### config.mk
export PLATFORM = sky130hd
export DESIGN_NAME = frame_write_sequencer_flat
export DESIGN_NICKNAME = d
export VERILOG_FILES = /design/src/rtl/frame_write_sequencer_pkg.sv /design/src/rtl/frame_write_sequencer_if.sv /design/src/rtl/frame_field_we_decoder.sv /design/src/rtl/frame_write_sequencer.sv /design/src/flat_wrapper.sv
export SDC_FILE = /design/constraint.sdc
export NUM_CORES = 1
export LEC_CHECK = 0
export ABC_AREA = 1
export ABC_CLOCK_PERIOD_IN_PS = 2100
export CAP_MARGIN = 40
export CORE_MARGIN = 10
export CORE_UTILIZATION = 50
export DETAILED_ROUTE_END_ITERATION = 6
export DONT_BUFFER_PORTS = 1
export SLEW_MARGIN = 5
export SYNTH_ARGS = -nofsm -noshare
export SYNTH_HDL_FRONTEND = slang
export SYNTH_SLANG_ARGS = --single-unit
### constraint.sdc
create_clock -name clk -period 2.1 [get_ports clk]
set_clock_uncertainty 0.1 [all_clocks]
set_input_delay 0.21 -clock clk [delete_from_list [all_inputs] [get_ports clk]]
set_output_delay 0.21 -clock clk [all_outputs]
set_load 0.01 [all_outputs]
### src/rtl/frame_write_sequencer_pkg.sv
// Shared types for the instruction-frame write sequencer.
// State encoding is one-hot so the state register doubles as state_onehot.
package frame_ctrl_pkg;

  typedef enum logic [4:0] {
    IDLE      = 5'b00001,
    DECODE    = 5'b00010,
    SETUP     = 5'b00100,
    EXECUTE   = 5'b01000,
    WRITEBACK = 5'b10000
  } state_t;

  localparam int A_OPERAND   = 0;
  localparam int B_OPERAND   = 1;
  localparam int LOC         = 2;
  localparam int IMM         = 3;
  localparam int IMM_SLCT    = 4;
  localparam int UNSIGNED_OP = 5;
  localparam int SUB         = 6;
  localparam int SLCT        = 7;
  localparam int WR_EN0      = 8;
  localparam int WR_EN1      = 9;
  localparam int RESERVED    = 10;
  localparam int RESULT      = 11;

  localparam int DEF_FIELDS = 12;

  localparam logic [DEF_FIELDS-1:0] DEF_DECODE_MASK  = 12'h3FC;
  localparam logic [DEF_FIELDS-1:0] DEF_SETUP_MASK   = 12'h003;
  localparam logic [DEF_FIELDS-1:0] DEF_EXECUTE_MASK = 12'h800;
  localparam logic [DEF_FIELDS-1:0] DEF_WB_MASK      = 12'h800;

  function automatic logic isOneHot(input logic [4:0] s);
    return $onehot(s);
  endfunction

endpackage

### src/rtl/frame_write_sequencer_if.sv
// Control-unit <-> sequencer bundle: handshake, execute length,
// stall/flush controls and frame register write enables.
interface frame_write_sequencer_if #(
  parameter int NUM_FIELDS = 12,
  parameter int EXEC_CNT_W = 4,
  parameter int RETIRE_W   = 16
);
  logic                  start;
  logic                  ready;
  logic [EXEC_CNT_W-1:0] exec_cycles;
  logic                  stall;
  logic                  flush;
  logic [4:0]            state_onehot;
  logic [NUM_FIELDS-1:0] field_we;
  logic                  frame_done;
  logic [RETIRE_W-1:0]   retired_count;

  modport master (
    output start,
    output exec_cycles,
    output stall,
    output flush,
    input  ready,
    input  state_onehot,
    input  field_we,
    input  frame_done,
    input  retired_count
  );

  modport slave (
    input  start,
    input  exec_cycles,
    input  stall,
    input  flush,
    output ready,
    output state_onehot,
    output field_we,
    output frame_done,
    output retired_count
  );
endinterface

### src/rtl/frame_field_we_decoder.sv
// Maps the current sequencer state to per-field write enables.
// Any stall or flush suppresses every enable.
module frame_field_we_decoder
  import frame_ctrl_pkg::*;
#(
  parameter int NUM_FIELDS = 12,
  parameter logic [NUM_FIELDS-1:0] DECODE_MASK  = NUM_FIELDS'(DEF_DECODE_MASK),
  parameter logic [NUM_FIELDS-1:0] SETUP_MASK   = NUM_FIELDS'(DEF_SETUP_MASK),
  parameter logic [NUM_FIELDS-1:0] EXECUTE_MASK = NUM_FIELDS'(DEF_EXECUTE_MASK),
  parameter logic [NUM_FIELDS-1:0] WB_MASK      = NUM_FIELDS'(DEF_WB_MASK)
) (
  input  state_t                state,
  input  logic                  stall,
  input  logic                  flush,
  output logic [NUM_FIELDS-1:0] fieldWe
);

  logic [NUM_FIELDS-1:0] mask;
  logic [4:0]            stateBits;

  assign stateBits = state;

  always_comb begin
    mask = '0;
    unique case (1'b1)
      stateBits[0]: mask = '0;
      stateBits[1]: mask = DECODE_MASK;
      stateBits[2]: mask = SETUP_MASK;
      stateBits[3]: mask = EXECUTE_MASK;
      stateBits[4]: mask = WB_MASK;
      default:      mask = '0;
    endcase
  end

  assign fieldWe = mask & {NUM_FIELDS{~stall & ~flush}};

endmodule

### src/rtl/frame_write_sequencer.sv
// Instruction-frame lifecycle FSM with multi-cycle execute,
// stall/flush handling and a wrapping retired-frame counter.
module frame_write_sequencer
  import frame_ctrl_pkg::*;
#(
  parameter int NUM_FIELDS = 12,
  parameter int EXEC_CNT_W = 4,
  parameter int RETIRE_W   = 16,
  parameter logic [NUM_FIELDS-1:0] DECODE_MASK  = NUM_FIELDS'(DEF_DECODE_MASK),
  parameter logic [NUM_FIELDS-1:0] SETUP_MASK   = NUM_FIELDS'(DEF_SETUP_MASK),
  parameter logic [NUM_FIELDS-1:0] EXECUTE_MASK = NUM_FIELDS'(DEF_EXECUTE_MASK),
  parameter logic [NUM_FIELDS-1:0] WB_MASK      = NUM_FIELDS'(DEF_WB_MASK)
) (
  input logic                     clk,
  input logic                     reset_n,
  frame_write_sequencer_if.slave  bus
);

  state_t                state;
  state_t                stateNext;
  logic [EXEC_CNT_W-1:0] execCnt;
  logic [EXEC_CNT_W-1:0] execCntNext;
  logic [RETIRE_W-1:0]   retired;
  logic                  frameDone;
  logic                  active;

  assign active = ~bus.stall & ~bus.flush;

  always_ff @(posedge clk or negedge reset_n) begin
    if (!reset_n) begin
      state   <= IDLE;
      execCnt <= '0;
      retired <= '0;
    end else begin
      state   <= stateNext;
      execCnt <= execCntNext;
      if (frameDone) retired <= retired + RETIRE_W'(1);
    end
  end

  always_comb begin
    stateNext   = state;
    execCntNext = execCnt;
    frameDone   = 1'b0;
    if (bus.flush) begin
      stateNext   = IDLE;
      execCntNext = '0;
    end else if (!bus.stall) begin
      unique case (state)
        IDLE: begin
          if (bus.start) stateNext = DECODE;
        end
        DECODE: begin
          stateNext   = SETUP;
          execCntNext = bus.exec_cycles;
        end
        SETUP: begin
          stateNext = EXECUTE;
        end
        EXECUTE: begin
          if (execCnt != '0) begin
            execCntNext = execCnt - EXEC_CNT_W'(1);
          end else begin
            stateNext = WRITEBACK;
          end
        end
        WRITEBACK: begin
          frameDone = 1'b1;
          stateNext = bus.start ? DECODE : IDLE;
        end
        default: begin
          stateNext   = IDLE;
          execCntNext = '0;
        end
      endcase
    end
  end

  frame_field_we_decoder #(
    .NUM_FIELDS   (NUM_FIELDS),
    .DECODE_MASK  (DECODE_MASK),
    .SETUP_MASK   (SETUP_MASK),
    .EXECUTE_MASK (EXECUTE_MASK),
    .WB_MASK      (WB_MASK)
  ) u_weDec (
    .state   (state),
    .stall   (bus.stall),
    .flush   (bus.flush),
    .fieldWe (bus.field_we)
  );

  assign bus.state_onehot  = state;
  assign bus.frame_done    = frameDone;
  assign bus.retired_count = retired;
  assign bus.ready         = active &
                             ((state == IDLE) | (state == WRITEBACK));

`ifndef SYNTHESIS
  always_ff @(posedge clk) begin
    if (reset_n) assert (isOneHot(state));
  end
`endif

endmodule

### src/flat_wrapper.sv
// flat-port wrapper written by rule: the top's interface ports become plain ports
module frame_write_sequencer_flat import frame_ctrl_pkg::*;
#(
  parameter int NUM_FIELDS = 12,
  parameter int EXEC_CNT_W = 4,
  parameter int RETIRE_W   = 16,
  parameter logic [NUM_FIELDS-1:0] DECODE_MASK  = NUM_FIELDS'(DEF_DECODE_MASK),
  parameter logic [NUM_FIELDS-1:0] SETUP_MASK   = NUM_FIELDS'(DEF_SETUP_MASK),
  parameter logic [NUM_FIELDS-1:0] EXECUTE_MASK = NUM_FIELDS'(DEF_EXECUTE_MASK),
  parameter logic [NUM_FIELDS-1:0] WB_MASK      = NUM_FIELDS'(DEF_WB_MASK)
)
  (clk, reset_n, bus_start, bus_exec_cycles, bus_stall, bus_flush, bus_ready, bus_state_onehot, bus_field_we, bus_frame_done, bus_retired_count);
  frame_write_sequencer_if #(.NUM_FIELDS(NUM_FIELDS), .EXEC_CNT_W(EXEC_CNT_W), .RETIRE_W(RETIRE_W)) bus_i ();
  input logic clk;
  input logic reset_n;
  input wire logic [$bits(bus_i.start)-1:0] bus_start;
  input wire logic [$bits(bus_i.exec_cycles)-1:0] bus_exec_cycles;
  input wire logic [$bits(bus_i.stall)-1:0] bus_stall;
  input wire logic [$bits(bus_i.flush)-1:0] bus_flush;
  output wire logic [$bits(bus_i.ready)-1:0] bus_ready;
  output wire logic [$bits(bus_i.state_onehot)-1:0] bus_state_onehot;
  output wire logic [$bits(bus_i.field_we)-1:0] bus_field_we;
  output wire logic [$bits(bus_i.frame_done)-1:0] bus_frame_done;
  output wire logic [$bits(bus_i.retired_count)-1:0] bus_retired_count;
  assign bus_i.start = bus_start;
  assign bus_i.exec_cycles = bus_exec_cycles;
  assign bus_i.stall = bus_stall;
  assign bus_i.flush = bus_flush;
  assign bus_ready = bus_i.ready;
  assign bus_state_onehot = bus_i.state_onehot;
  assign bus_field_we = bus_i.field_we;
  assign bus_frame_done = bus_i.frame_done;
  assign bus_retired_count = bus_i.retired_count;
  frame_write_sequencer #(.NUM_FIELDS(NUM_FIELDS), .EXEC_CNT_W(EXEC_CNT_W), .RETIRE_W(RETIRE_W), .DECODE_MASK(DECODE_MASK), .SETUP_MASK(SETUP_MASK), .EXECUTE_MASK(EXECUTE_MASK), .WB_MASK(WB_MASK)) u_core (.clk(clk), .reset_n(reset_n), .bus(bus_i));
endmodule
=== Word level (Yosys, flattened, before mapping) ===
Index checks and enable logic that the tools add are counted.

* Register bits: 25
* Bits of input ports: 9
* Output and inout port bits: 35

* Add/sub/neg operators: 2
* Equality and inequality tests: 10
* Muxes and demuxes: 14
* Bitwise operators: 6
* Reductions and logical operators: 5

{| class="wikitable"
|+ Operators with widths
! kind !! number
|-
| one-hot mux 12 bit (3 select lines) || 1
|-
| one-hot mux 5 bit (5 select lines) || 1
|-
| 2-to-1 mux 5 bit || 4
|-
| adder 16 x 1 -> 16 bit (second input constant) || 1
|-
| AND 12 bit || 1
|-
| 2-to-1 mux 4 bit || 3
|-
| one-hot mux 4 bit (3 select lines) || 1
|-
| inequality test 3 bit (second input constant) || 2
|-
| AND reduction 3 bit || 2
|-
| equality test 5 x 1 -> 1 bit (second input constant) || 1
|-
| equality test 5 x 2 -> 1 bit (second input constant) || 1
|-
| equality test 5 x 3 -> 1 bit (second input constant) || 1
|-
| equality test 5 x 4 -> 1 bit (second input constant) || 1
|-
| equality test 5 bit (second input constant) || 1
|-
| inequality test 2 x 1 -> 1 bit (second input constant) || 2
|-
| nonzero test 4 bit || 1
|-
| subtractor 4 x 1 -> 4 bit (second input constant) || 1
|-
| 2-to-1 mux 1 bit || 3
|-
| inequality test 3 x 2 -> 1 bit (second input constant) || 1
|-
| OR reduction 3 bit || 1
|-
| AND 1 bit || 2
|-
| 2-to-1 mux 2 bit || 1
|-
| NOT 1 bit || 2
|-
| OR reduction 2 bit || 1
|-
| OR 1 bit || 1
|}

=== Longest topological paths before layout ===
Gate-level depths: netlist of the first run.

* Word-level depth: 5
* Gate-level depth with buffers: 9

=== By module ===
A second synthesis of the first run with hierarchy kept.

* Cell total of the unflattened synthesis: 257
* Area total of the unflattened synthesis: 1,764.2 um^2

{| class="wikitable"
|+ By module, submodules not included
! module !! times used !! cells an instance !! area an instance (um^2) !! sequential area each (um^2)
|-
| frame_write_sequencer || 1 || 238 || 1,656.6 || 626.9
|-
| frame_field_we_decoder || 1 || 19 || 107.6 || 0.0
|}

=== Least setup slack after synthesis of the first run ===
OpenSTA, ideal clock, no wires.

* Kind: register to register
* Start: register u_core.state[3] (netlist: u_core.bus.state_onehot[3])
* End: register u_core.retired[14] (netlist: u_core.bus.retired_count[14])
* Arrival: 1.257 ns
* Required time: 1.884 ns
* Path slack: 0.627 ns
* Stages on the path, launching flop included: 8
* Path through: dfrtp_1 > nor2_4 > nand3_4 > nor2_8 > buf_6 > inv_1 > nand2_1 > nand2_1

* Cells in the longest elaborated chain, start to end: 4

{| class="wikitable"
|+ RTL lines
! what !! line !! RTL
|-
| start: declaration || frame_write_sequencer.sv:19 || <nowiki>state_t state;</nowiki>
|-
| start signal: assignment || frame_write_sequencer.sv:35 || <nowiki>state <= stateNext;</nowiki>
|-
| equality test 5 bit || frame_write_sequencer.sv:49 || <nowiki>unique case (state)</nowiki>
|-
| 2-to-1 mux 1 bit || frame_write_sequencer.sv:49 ||
|-
| 2-to-1 mux 1 bit || frame_write_sequencer.sv:48 || <nowiki>end else if (!bus.stall) begin</nowiki>
|-
| 2-to-1 mux 1 bit || frame_write_sequencer.sv:45 || <nowiki>if (bus.flush) begin</nowiki>
|-
| via bus_frame_done || flat_wrapper.sv:23 || <nowiki>output wire logic [$bits(bus_i.frame_done)-1:0] bus_frame_done;</nowiki>
|-
| end signal: assignment || frame_write_sequencer.sv:37 || <nowiki>if (frameDone) retired <= retired + RETIRE_W'(1);</nowiki>
|-
| end: declaration || frame_write_sequencer.sv:23 || <nowiki>logic [RETIRE_W-1:0] retired;</nowiki>
|}

The timed path passes the listed nets, and every way through them passes these cells.
A chain may end at the register's enable or synchronous reset.

=== Worst setup path after layout of the first run ===
* Start: register u_core.state[3] (netlist: u_core.bus.state_onehot[3])
* End: output bus_ready

* Cells in the longest elaborated chain, start to end: 3
* Elaborated cells between the ends (all ways): 4

{| class="wikitable"
|+ RTL lines
! what !! line !! RTL
|-
| equality test 5 x 1 -> 1 bit or equality test 5 bit (tied branches) || frame_write_sequencer.sv:96 || <nowiki>((state == IDLE) | (state == WRITEBACK));</nowiki>
|-
| OR 1 bit * || frame_write_sequencer.sv:96 ||
|-
| AND 1 bit * || frame_write_sequencer.sv:95 || <nowiki>assign bus.ready = active &</nowiki>
|-
| end: declaration || flat_wrapper.sv:20 || <nowiki>output wire logic [$bits(bus_i.ready)-1:0] bus_ready;</nowiki>
|}

Every way passes the cells marked *; elsewhere a longest branch is shown, timed or not.

==> metrics.csv, run 1 <==
metric;value;unit
postLayoutSetupSlackWorst;0.228;ns
synth_area;1610;sq um
grt_pass1_vias;1312;
cts.repair.resized;0;
synth-compound-area-share;4.19;%
relSlewSlack;60.3;%
yosys-mux-area-fraction;0;%
gp_congestion;0.804;
yosysWarnings;0;
yosys.area.top_type;dfrtp_1;
dp_worst_setup_slack;0.325;ns
die_area;5900;sq um
period_needed;1.87;ns
start_kind;register;
ios;44;
setup_tns;0;ns
min_path_type;in2reg;
hold_violations;0;
ys_types;27;
hpwlAfterDp;2.89;mm
fillers;315;
regArea;627;sq um
synth_seq_cells;25;
setup_violations;0;
cts_buffer_depth;2;
end_kind;primary output;
avgViaCountPerCell;5.13;
required;1.79;ns
port_buffers;0;
synthCells;219;
fp.coreArea;3080;sq um
status;complete, no violations;
rsz0062_at_grt;false;
arrival;1.56;ns
path_clk_slew;0.14;ns
clockRootBuffer;clkbuf_4;
die_h;76.8;microns
grt_pass1_wl;6.30;mm
synth.avg_cell_area;7.36;sq um
antenna_found_initial;0;
drive_gt1_share;10.6;%
holdBufCountCts;3;
synthSimpleGateAreaFrac;38.2;%
drv_cap;0;
grt_overflow_total;0;
yosys-top-cells-area;dfrtp_1 (37%), nand2_1 (16%), nor2_1 (5.8%);
yosysTopAreaCellShare;37.2;%
dr.pass1.iters;4;
num-nets-final;230;
clock_latency;0.32;ns
synth_xor_area_share;5.43;%
h-tree-depth;1;
fin_crit_sh;89.1;%
ant_nets;0;
syn_nets;231;
criticalPathCategory;reg2out;
synth_adder_area_share;2.33;%
worst_pin_slew;0.591;ns
area_delta_synth_final;3.34;%
drv_slew;0;
grt_max_degree;26;
path_max_fanout;8;
cts_setup_buffers;0;
clock.fmax;534;MHz
num_vias;1339;
clock_sinks;25;
multiInputGateArea;816;sq um
numCtsBuffers;3;
grt.total_usage;12.7;%
reg2reg_depth;6;
num_rows;20;
die_w;76.8;microns
leakage;0.813;nW
hold_depth;4;
initial_core_util;52.4;%
drtIter0Drc;66;
power_per_cell_area;648;nW/um^2
wirelength;3.68;mm
n_antenna_cell;0;
tritoncts;built;
ys_seq_area_share;38.9;%
irDropWorstVdd;0.000285;V
synth_top_family_by_area;simple AND/OR/NAND/NOR gates;
wl_per_cell;14.1;microns
route.detailed.drc;0;
## per-layer routing
layer / track usage (%) / vias up / part of all wire [%]
met1: 14.1 / 619 / 40
met3: 5.01 / 2 / 9.4
li1: - / 674 / -
met2: 22.1 / 44 / 50
met5: 0 / - / 0
met4: 2.79 / 0 / 0.41
## registers in the layout (all words and copies together), names as in the netlist
register	count
u_core.bus.retired_count	16
u_core.bus.state_onehot	5
u_core.execCnt	4
## metrics by stage
stage	power, mW	hold slack (ns)	instances	util [%]	instance area, sq um
detailed placement	0.855	-0.185	254	52.0	1600
global route	1.16	0.0267	261	54.1	1670
global placement	0.845	-0.185	254	52.0	1600
CTS	1.09	0.000296	261	54.1	1670
floorplan	0.812	-0.186	219	-	1610
finish	1.08	0.00708	261	54.1	1670
## worst paths after layout
kind / start / to / slack, ns
worst max-delay path: u_core.bus.state_onehot[3]$_DFFE_PN0P_ / bus_ready / 0.23
min in group asynchronous: reset_n / u_core.bus.retired_count[6]$_DFFE_PN0P_ / 0.22
worst min-delay path: bus_flush / u_core.bus.state_onehot[0]$_DFFE_PN1P_ / 0.007
max in group asynchronous: reset_n / u_core.bus.state_onehot[0]$_DFFE_PN1P_ / 1.46
worst max register to register: u_core.bus.state_onehot[3]$_DFFE_PN0P_ / u_core.bus.retired_count[13]$_DFFE_PN0P_ / 0.32
worst min register to register: u_core.execCnt[0]$_DFFE_PN0P_ / u_core.execCnt[0]$_DFFE_PN0P_ / 0.39
## where the power goes
part	switching [mW]	internal, mW
sequential	0.0630	0.521
clock	0.147	0.0713
combinational	0.195	0.0835
## area by class of cell
class | instances | area share, %
sequential | 25 | 37.6
tap | 44 | 3.30
clock inverter | 1 | 0.300
inverter | 25 | 5.63
timing repair buffer | 4 | 2.85
clock buffer | 3 | 1.35
multi-input combinational | 159 | 48.9
## logic make-up after synthesis
logic type / after synthesis
xor+xnor: 10
simple gates: 133
fa+ha+maj: 3
other cells: 1
compound gates: 12
buf+inv: 35
flops: 25
## worst max-delay path: stages, from the launching register on
cell	delay [ns]
dfrtp_1	0.51
nor2_4	0.26
nand3_1	0.18
a21oi_1	0.30
## cells in the final DEF (no fill, tap or decap), drive strengths merged
cell,instances
a21oi,1
a22oi,1
and3,1
buf,2
clkbuf,3
clkinv,1
conb,1
dfrtp,24
dfstp,1
dlygate4sd3,2
ha,3
inv,25
nand2,72
nand3,17
nand4,7
nor2,31
nor3,4
o21ai,10
or2,1
xnor2,5
xor2,5
## cell usage after synthesis
master   count
xor2_1       5
xnor2_1      5
nand3_4      1
and3_1       1
buf_4        9
conb_1       1
dfstp_2      1
o21ai_0      9
a21oi_1      1
nand2_1     69
inv_2        1
nand4_1      7
nor2_4       2
nand3_1     14
nor2_1      25
dfrtp_1     24
nand2_2      3
ha_1         3
nor2_8       1
a22oi_2      1
or2_2        1
nor3_1       4
nand3_2      2
buf_6        1
inv_1       24
nor2_2       3
o21ai_1      1
Note: power is estimated with default switching activity, not from simulation.
==> inputs of run 2 (changes only) <==
--- a/config.mk
+++ b/config.mk
@@ -8,10 +8,12 @@
 export ABC_AREA = 1
 export ABC_CLOCK_PERIOD_IN_PS = 2100
 export CAP_MARGIN = 40
-export CORE_MARGIN = 10
+export CORE_MARGIN = 4
 export CORE_UTILIZATION = 50
+export CTS_CLUSTER_DIAMETER = 40
 export DETAILED_ROUTE_END_ITERATION = 6
 export DONT_BUFFER_PORTS = 1
+export GPL_ROUTABILITY_DRIVEN = 0
 export SLEW_MARGIN = 5
 export SYNTH_ARGS = -nofsm -noshare
 export SYNTH_HDL_FRONTEND = slang
==> run 2 against run 1 <==
Compared with the run above: register-to-register slack improved by 0.02 ns; fmax fell by 1.0%; clock power barely moved; global-route usage rose by 5.5 points; via count fell by 0.82%; clock-buffer cell count rose by 1; critical endpoint unchanged; highest routed layer unchanged.
==> metrics.csv, run 2 (synthesized netlist as in run 1, its figures left out) <==
metric;value;unit
clock.fmax;529;MHz
die_w;64.8;microns
grt.met3_usage;4.68;%
grt_pass1_vias;1311;
drtIter0Drc;136;
n_antenna_cell;0;
clkPwrFrac;20.1;%
period_needed;1.89;ns
power_frac_comb;25.9;%
largest_reg_flops;16;
fp.coreArea;3080;sq um
route.detailed.drc;0;
clock_sinks;25;
fin_crit_sh;90.0;%
h-tree-depth;1;
area_delta_synth_final;3.88;%
drive_gt1_share;10.1;%
arrival;1.58;ns
clockRootBuffer;clkbuf_4;
rsz0062_at_grt;false;
setup_tns;0;ns
rrSetupSlack;0.34;ns
wirelength;3.45;mm
cts_buffer_depth;2;
num-nets-final;231;
worst_pin_slew;0.573;ns
ios;44;
reg2reg_depth;6;
die_area;4200;sq um
irDropWorstVdd;0.000287;V
dp_worst_setup_slack;0.346;ns
hold_depth;4;
hold_violations;0;
initial_core_util;52.4;%
cts.repair.resized;0;
numCtsBuffers;3;
path_max_fanout;8;
leakage;0.815;nW
clock_latency;0.31;ns
switching_share;37.0;%
p_sw;0.398;mW
ant_nets;0;
end_kind;primary output;
r2r-end;u_core.bus.retired_count[13]$_DFFE_PN0P_;
antenna_found_initial;0;
hpwlAfterDp;2.69;mm
criticalPathCategory;reg2out;
avgViaCountPerCell;5.07;
required;1.79;ns
crit_start;u_core.bus.state_onehot[2]$_DFFE_PN0P_;
start_kind;register;
power_per_cell_area;643;nW/um^2
tritoncts;built;
setup_violations;0;
path_clk_slew;0.14;ns
fillers;311;
cts_setup_buffers;0;
port_buffers;0;
drv_slew;0;
final_cell_mix;nand2_1 (69), inv_1 (24), nor2_1 (24), dfrtp_1 (24), nand3_1 (14);
internal_power;0.679;mW
min_path_type;in2reg;
postLayoutSetupSlackWorst;0.209;ns
grt_util_met1;21.3;%
grt_pass1_wl;6.01;mm
num_vias;1328;
grt.busiest_layer;met2;
grt.total_usage;18.1;%
grt_max_degree;26;
die_h;64.8;microns
final_common_cell;nand2_1;
use_met2;33.0;%
num_rows;20;
status;complete, no violations;
reg2reg_from;u_core.bus.state_onehot[2]$_DFFE_PN0P_;
grt_overflow_total;0;
dr.pass1.iters;4;
relSlewSlack;61.5;%
p_seq_share;54.0;%
drv_cap;0;
wl_per_cell;13.2;microns
crit_end;bus_ready;
run 2: metal layers:
layer / vias to the layer above / part of all wire, %
met5: - / 0
met4: 0 / 0.46
met3: 2 / 6.9
met2: 30 / 51
met1: 619 / 42
li1: 677 / -
run 2: through the flow:
stage | hold slack [ns] | std cells | util [%] | power [mW] | area, sq um
after CTS | 0.0153 | 261 | 54.1 | 1.09 | 1670
after detailed placement | -0.185 | 254 | 52.0 | 0.853 | 1600
after floorplan | -0.186 | 219 | - | 0.812 | 1610
after global placement | -0.185 | 254 | 52.0 | 0.843 | 1600
final | 0.0201 | 262 | 54.4 | 1.08 | 1680
after global routing | 0.0199 | 262 | 54.4 | 1.17 | 1680
run 2: worst min-delay path by stage:
stage                     startpoint                                  endpoint
after floorplan              reset_n   u_core.bus.retired_count[0]$_DFFE_PN0P_
after global placement       reset_n  u_core.bus.retired_count[11]$_DFFE_PN0P_
after detailed placement     reset_n   u_core.bus.retired_count[7]$_DFFE_PN0P_
after CTS                  bus_flush    u_core.bus.state_onehot[0]$_DFFE_PN1P_
after global routing       bus_flush    u_core.bus.state_onehot[0]$_DFFE_PN1P_
final                      bus_flush    u_core.bus.state_onehot[0]$_DFFE_PN1P_
run 2: final cells by class:
class | instances | area, sq um | share of cell area (%)
repair buffers | 5 | 57.6 | 3.44
clock buffers | 4 | 26.3 | 1.57
flip-flops and latches | 25 | 627 | 37.4
multi-input cells | 159 | 816 | 48.7
inverters | 25 | 93.8 | 5.60
well taps | 44 | 55.1 | 3.29
run 2: worst max-delay path: stages (launching register included):
cell and delay, ns:
dfrtp_1 0.52, nor2_4 0.25, nand3_1 0.18, a21oi_1 0.32
run 2: timing repair:
action / CTS / global route
hold buffers: 3 / 1
endpoints found under the hold margin: 26 / 1
setup endpoints to repair: 0 / 0
run 2: power groups by stage:
| stage | clock (mW) | combinational (mW) | sequential [mW] |
|---|---|---|---|
| 5_1_grt | 0.259 | 0.325 | 0.588 |
| 2_1_floorplan | 0 | 0.234 | 0.578 |
| 4_1_cts | 0.227 | 0.279 | 0.582 |
| 3_3_place_gp | 0 | 0.253 | 0.589 |
| 6_report | 0.217 | 0.279 | 0.582 |
| 3_5_place_dp | 0 | 0.261 | 0.592 |
